<file path="src/rtl/wrr_arbiter.sv">
// Weighted round-robin arbiter over per-queue FIFO empty flags.
// Holds a registered grant for a burst of up to weight pops per queue.
module wrr_arbiter #(
    parameter int QUEUE_QUANTITY = 4,
    parameter int WEIGHT_BITS    = 3,
    parameter int SEL_BITS       = $clog2(QUEUE_QUANTITY)
) (
    input  logic                                  clk,
    input  logic                                  rst,
    input  logic                                  enb,
    input  logic [QUEUE_QUANTITY-1:0]             buf_empty,
    input  logic [QUEUE_QUANTITY*WEIGHT_BITS-1:0] weights,
    input  logic                                  pop,
    output logic [SEL_BITS-1:0]                   selector,
    output logic                                  selector_enb,
    output logic                                  burst_last
);

    localparam int N = QUEUE_QUANTITY;

    typedef enum logic {
        IDLE,
        GRANT
    } state_t;

    state_t               state, state_d;
    logic [SEL_BITS-1:0]    ptr, ptr_d;
    logic [SEL_BITS-1:0]    selector_d;
    logic [WEIGHT_BITS-1:0] credit, credit_d;
    logic                   grant_q, grant_d;
    logic                   found;
    logic [SEL_BITS-1:0]    found_idx;
    logic [WEIGHT_BITS-1:0] found_w;
    logic                   cur_empty;
    logic                   end_burst;

    // Circular search for the first eligible queue starting at ptr (mod N).
    always_comb begin
        int idx;
        idx       = 0;
        found     = 1'b0;
        found_idx = '0;
        found_w   = '0;
        for (int k = 0; k < N; k++) begin
            idx = int'(ptr) + k;
            if (idx >= N) idx = idx - N;
            if (!found && !buf_empty[idx] &&
                weights[idx*WEIGHT_BITS +: WEIGHT_BITS] != '0) begin
                found     = 1'b1;
                found_idx = SEL_BITS'(idx);
                found_w   = weights[idx*WEIGHT_BITS +: WEIGHT_BITS];
            end
        end
    end

    // Word-available and last-pop flags for the granted queue.
    always_comb begin
        cur_empty    = buf_empty[selector];
        selector_enb = grant_q & enb & ~cur_empty;
        burst_last   = selector_enb & (credit == WEIGHT_BITS'(1));
    end

    // Next-state: grant on eligibility, count down credit, end on drain.
    always_comb begin
        state_d    = state;
        ptr_d      = ptr;
        selector_d = selector;
        credit_d   = credit;
        end_burst  = 1'b0;
        if (enb) begin
            unique case (state)
                IDLE: begin
                    if (found) begin
                        selector_d = found_idx;
                        credit_d   = found_w;
                        state_d    = GRANT;
                    end
                end
                GRANT: begin
                    if (pop && selector_enb) begin
                        if (credit == WEIGHT_BITS'(1)) end_burst = 1'b1;
                        else credit_d = credit - WEIGHT_BITS'(1);
                    end else if (cur_empty) begin
                        end_burst = 1'b1;
                    end
                end
                default: state_d = IDLE;
            endcase
        end
        if (end_burst) begin
            ptr_d    = (selector == SEL_BITS'(N-1)) ? '0
                                                    : selector + SEL_BITS'(1);
            state_d  = IDLE;
            credit_d = '0;
        end
        grant_d = (state_d == GRANT);
    end

    // State registers with synchronous reset.
    always_ff @(posedge clk) begin
        if (rst) begin
            state    <= IDLE;
            ptr      <= '0;
            selector <= '0;
            credit   <= '0;
            grant_q  <= 1'b0;
        end else begin
            state    <= state_d;
            ptr      <= ptr_d;
            selector <= selector_d;
            credit   <= credit_d;
            grant_q  <= grant_d;
        end
    end

endmodule
</file>
<file path="config.mk">
export PLATFORM = sky130hd
export DESIGN_NAME = wrr_arbiter
export DESIGN_NICKNAME = d
export VERILOG_FILES = /design/src/rtl/wrr_arbiter.sv
export SDC_FILE = /design/constraint.sdc
export NUM_CORES = 1
export LEC_CHECK = 0
export CORE_AREA = 4 4 74 76
export CTS_BUF_LIST = sky130_fd_sc_hd__clkbuf_4
export DETAILED_ROUTE_END_ITERATION = 6
export DIE_AREA = 0 0 78 80
export PLACE_DENSITY = 0.7
export SYNTH_ARGS = -nofsm -noshare
export SYNTH_HDL_FRONTEND = slang
export SYNTH_SLANG_ARGS = --single-unit
</file>
<file path="constraint.sdc">
create_clock -name clk -period 4.1 [get_ports clk]
set_clock_uncertainty 0.2 [all_clocks]
set_input_delay 0.615 -clock clk [delete_from_list [all_inputs] [get_ports clk]]
set_output_delay 0.615 -clock clk [all_outputs]
set_load 0.02 [all_outputs]
</file>
# Word level (Yosys, flattened, before mapping)
# Index checks and enable logic that the tools add are counted.
# totals
regBits	8
in_bits	20
out_inout_bits	4
wordCells	104
# op_classes
n_addsub	9
n_mul	4
magnitude_cmp	9
eq_ne	5
shifts	4
n_mux	42
bitwise	5
reduce_logical	22
# op_table
operator	count
< comparator 32 x 4 -> 1 bit (second input constant)	4
multiplier 32 x 3 -> 32 bit (second input constant)	4
2-to-1 mux 32 bit	4
indexed part select 12 x 32 -> 3 bit	4
2-to-1 mux 3 bit	7
2-to-1 mux 1 bit	20
nonzero test 3 bit	4
subtractor 3 x 3 -> 4 bit (second input constant)	3
binary-select mux 1 bit (select 2 bit)	5
2-to-1 mux 2 bit	5
greater-or-equal comparator 3 bit (second input constant)	3
logical AND 1 bit	8
zero test 1 bit	7
adder 2 x 2 -> 3 bit (second input constant)	2
case mux 3 bit (2 select lines)	1
!= test 2 bit (second input constant)	2
AND reduction 4 bit	1
subtractor 2 x 3 -> 4 bit (second input constant)	1
adder 2 x 1 -> 3 bit (second input constant)	1
AND 1 bit	3
equality test 3 x 1 -> 1 bit (second input constant)	1
greater-or-equal comparator 2 x 3 -> 1 bit (second input constant)	1
< comparator 2 x 3 -> 1 bit (second input constant)	1
AND reduction 3 bit	1
6 further kinds	7

# Depth between registers and ports, before layout
# logic_depth
ltp_word	22
ltp_mapped	18
ltp_nobuf	13

# Worst setup path after synthesis
# OpenSTA, ideal clock, no wires.
# synth_path
path_type	flip-flop to flip-flop
start	register ptr[0]
end	register selector[1]
setup_ps	138
t_arrival_ps	3729
t_required_ps	3762
setup_slack_ps	33
path_stages_with_launch	18
path_buffers	4
period_less_slack_ps	4067
path_cell_list	dfxtp_1 buf_4 inv_1 clkbuf_1 ha_1 buf_6 buf_2 inv_1 and3_1 ha_1 nor2_1 nor2_1 and4_1 a311oi_1 a311o_1 nor3_1 a2111oi_0 a211oi_1
# synth_via
elab_chain_cells	21
word_cells_on_any_way	62
cone_classes	7 x add/sub; 4 x mul; 4 x order compare; 4 x shift; 24 x mux; 19 x reduce/logical
# synth_rtl
item	line_no	text
start: declaration	27	logic [SEL_BITS-1:0] ptr, ptr_d;
start signal: assignment	109	ptr <= ptr_d;
parallel branches: the longest is 21 deep, another holds multiplier 32 x 3 -> 32 bit	-	
end signal: assignment	110	selector <= selector_d;
end: declaration	14	output logic [SEL_BITS-1:0] selector,
# Several ways; the timed one is not identified. The select of a mux whose other input is x is not followed.
# A chain may end at the register's enable or synchronous reset.

# Worst setup path in the final report
# Same ends and word-level chain as after synthesis.

==> metrics.cfg <==
[setup_path]
endpoint_kind = register
path_class = register to register
start_kind = register
critPathArrivalTime_ns = 3.61
cp.required_ns = 4.06
cp_max_fo = 41
r2r_cells = 11

[place]
place_area_sq_mm = 0.00241
globalplace.congestion = 0.928
portBuffers = 23
placed_cells = 349
dp_hpwl_um = 4420
pre_cts_ws_ns = 0.337

[power]
p_int_mw = 0.305
combPwrFrac_pct = 71.8
finalPower_mw = 0.566
power.switching_mw = 0.261
clkPwrFrac_pct = 10.7
swShare_pct = 46.1
p_per_area_mw_per_mm2 = 232
pwr-share-seq_pct = 17.5
peakVddDrop_mv = 0.171
p_leak_nw = 0.869

[die]
die-area_sq_mm = 0.00624
io_pins = 24
die_y_um = 80
start_util_pct = 44.8
core-area_sq_mm = 0.00472
row_count = 25
fp.dieW_um = 78

[layout]
fin_cells = 352
fin_area_sq_mm = 0.00244
layout-drive-gt1-share_pct = 12.6
layout.nets = 318
final_common_cell = nand2_1
n_antenna_cell = 0
layout_common_cells = nand2_1 (24), nor2_1 (23), clkdlybuf4s50_1 (23)
syn_to_final_growth_pct = 15.0
fin_util_pct = 51.6

[clock_network]
path_clk_slew_ns = 0.06
clk_latency_ns = 0.26
ctsResizeCount = 0
cts.path.max_buffers = 2
cts-hold-fix-buffers = 0
ctsHtreeMaxLevel = 1
postCtsSetupRepairBufs = 0
cts_buffers = 3
cts_tree = done
cts-root-buf = clkbuf_4
cts.sinks = 8

[sta]
setup_viol = 0
max_slew_margin_pct = 64.2
worst_slack_ns = 0.447
rsz0062_at_grt = false
slew_viol_final = 0
holdWs_ns = 0.305
hold_viol = 0
period_needed_ns = 3.65
period_share_pct = 89.1
tns_ns = 0
worstMarginPinSlew_ns = 0.532
fmax_mhz = 274

[global_route]
grt_pass1_wl_um = 10100
grt_max_degree = 48
grt_pass1_vias = 2010
gr-usage-all-layers_pct = 19.7
antenna_found_initial = 0
grt.overflow.total = 0

[yosys]
synth_seq_area_share_pct = 7.56
synthFlopType = dfxtp_1
yosysTopAreaCell = mux4_2
postSynth.asyncResetShare_pct = 0
yosysTopAreaCellShare_pct = 11.7
synth-edff-count = 0
synth.distinct_cells = 63
mappedNetlistArea_sq_mm = 0.00212
synth_warnings = 0
yosys-top-cells-area = mux4_2 (12%), mux2i_1 (9.5%), dfxtp_1 (7.6%), ha_1 (6.5%), nand2_1 (4.3%)
syn_nets = 300
synth.avg_cell_area_sq_um = 7.87
ys_ff_latch = 8
synthCells = 269

[routing]
via_per_inst = 6.38
antenna_left = 0
routed_wl_um = 6040
first_iter_violations = 176
drt_first_pass_iters = 5
drc_errors = 0
vias = 2247
drt-wirelength-per-cell_um = 17.2

[outcome]
outcome = finished, final reports clean

[worst_hold_path]
holdPathStages = 2
min_path_type = register to register

[job]
max-cap-violations = 0

## critical path, cell delays in order, from the launching register on
cell       delay, ns
dfxtp_2         0.40
inv_1           0.08
ha_1            0.36
buf_12          0.25
mux2_2          0.41
o221ai_1        0.19
a22oi_1         0.13
o41a_1          0.45
a311o_1         0.34
nor3_1          0.32
a2111oi_0       0.18
a211oi_1        0.25
## cells by family after synthesis
family                     count (synthesis)  synth area share [%]
AOI/OAI and AO/OA                         82                  28.4
xor gates and xnor gates                   2                 0.827
adders and majority gates                 11                  6.50
buffers and inverters                     30                  6.85
DFF                                        8                  7.56
muxes                                     39                  26.8
other                                      1                 0.177
and+or+nand+nor                           96                  22.9
## final cells by class
type | count | area [sq um]
Clock buffer | 3 | 22.5
Fill cell | 464 | 2290
Inverter | 10 | 37.5
Multi-Input combinational cell | 231 | 1810
Sequential cell | 8 | 161
Tap cell | 67 | 83.8
Timing Repair Buffer | 33 | 318
## power by group through the flow
stage / clock, mW / sequential (mW) / combinational (mW)
after floorplan: 0 / 0.101 / 0.289
after global placement: 0 / 0.100 / 0.397
after detailed placement: 0 / 0.100 / 0.399
after CTS: 0.0619 / 0.0987 / 0.402
after global routing: 0.0683 / 0.100 / 0.448
final: 0.0604 / 0.0989 / 0.407
## final timing paths
path                                              from                  endpoint  slack (ns)
worst min register to register  credit[2]$_SDFFE_PP0P_    credit[2]$_SDFFE_PP0P_        0.31
worst max-delay path               ptr[0]$_SDFFE_PP0P_  selector[1]$_SDFFE_PP0P_        0.45
worst min-delay path            credit[2]$_SDFFE_PP0P_    credit[2]$_SDFFE_PP0P_        0.31
worst max register to register     ptr[0]$_SDFFE_PP0P_  selector[1]$_SDFFE_PP0P_        0.45
## sequential cells by signal, summed over array words and instances (netlist names)
name / flops
selector: 2
credit: 3
ptr: 2
grant_q: 1
## synthesized netlist by cell type (2+ instances only)
| library cell | count |
|---|---|
| mux2_2 | 6 |
| a22oi_1 | 6 |
| and2_1 | 5 |
| and3_1 | 3 |
| mux4_1 | 2 |
| a211oi_1 | 8 |
| nor2_1 | 23 |
| nand2b_1 | 5 |
| a311oi_1 | 2 |
| or3b_2 | 2 |
| dfxtp_1 | 8 |
| o41ai_1 | 2 |
| nor4_1 | 4 |
| nand3b_1 | 5 |
| inv_1 | 10 |
| clkbuf_1 | 8 |
| a21oi_1 | 12 |
| nand4_1 | 4 |
| mux2i_1 | 20 |
| a311o_1 | 2 |
| or3_1 | 2 |
| nand2_1 | 24 |
| o21ai_0 | 12 |
| ha_1 | 11 |
| nor3_1 | 5 |
| o31a_1 | 4 |
| a31o_2 | 2 |
| nor2b_1 | 6 |
| nand3_1 | 5 |
| o211ai_1 | 2 |
| o22ai_1 | 2 |
| a31oi_1 | 4 |
| mux4_2 | 11 |
| buf_2 | 7 |
| a221o_1 | 4 |
| a211o_1 | 3 |
| a41oi_1 | 2 |
## metal layers
metal	up-vias	track usage (%)	part of all wire, %	wire, um
met5	-	0	0	0
met2	95	29.5	44	2650
met4	0	3.15	0.35	21
li1	1082	-	-	-
met1	1068	29.3	48	2890
met3	2	4.18	7.9	476
Power figures use the tool's default switching activity.
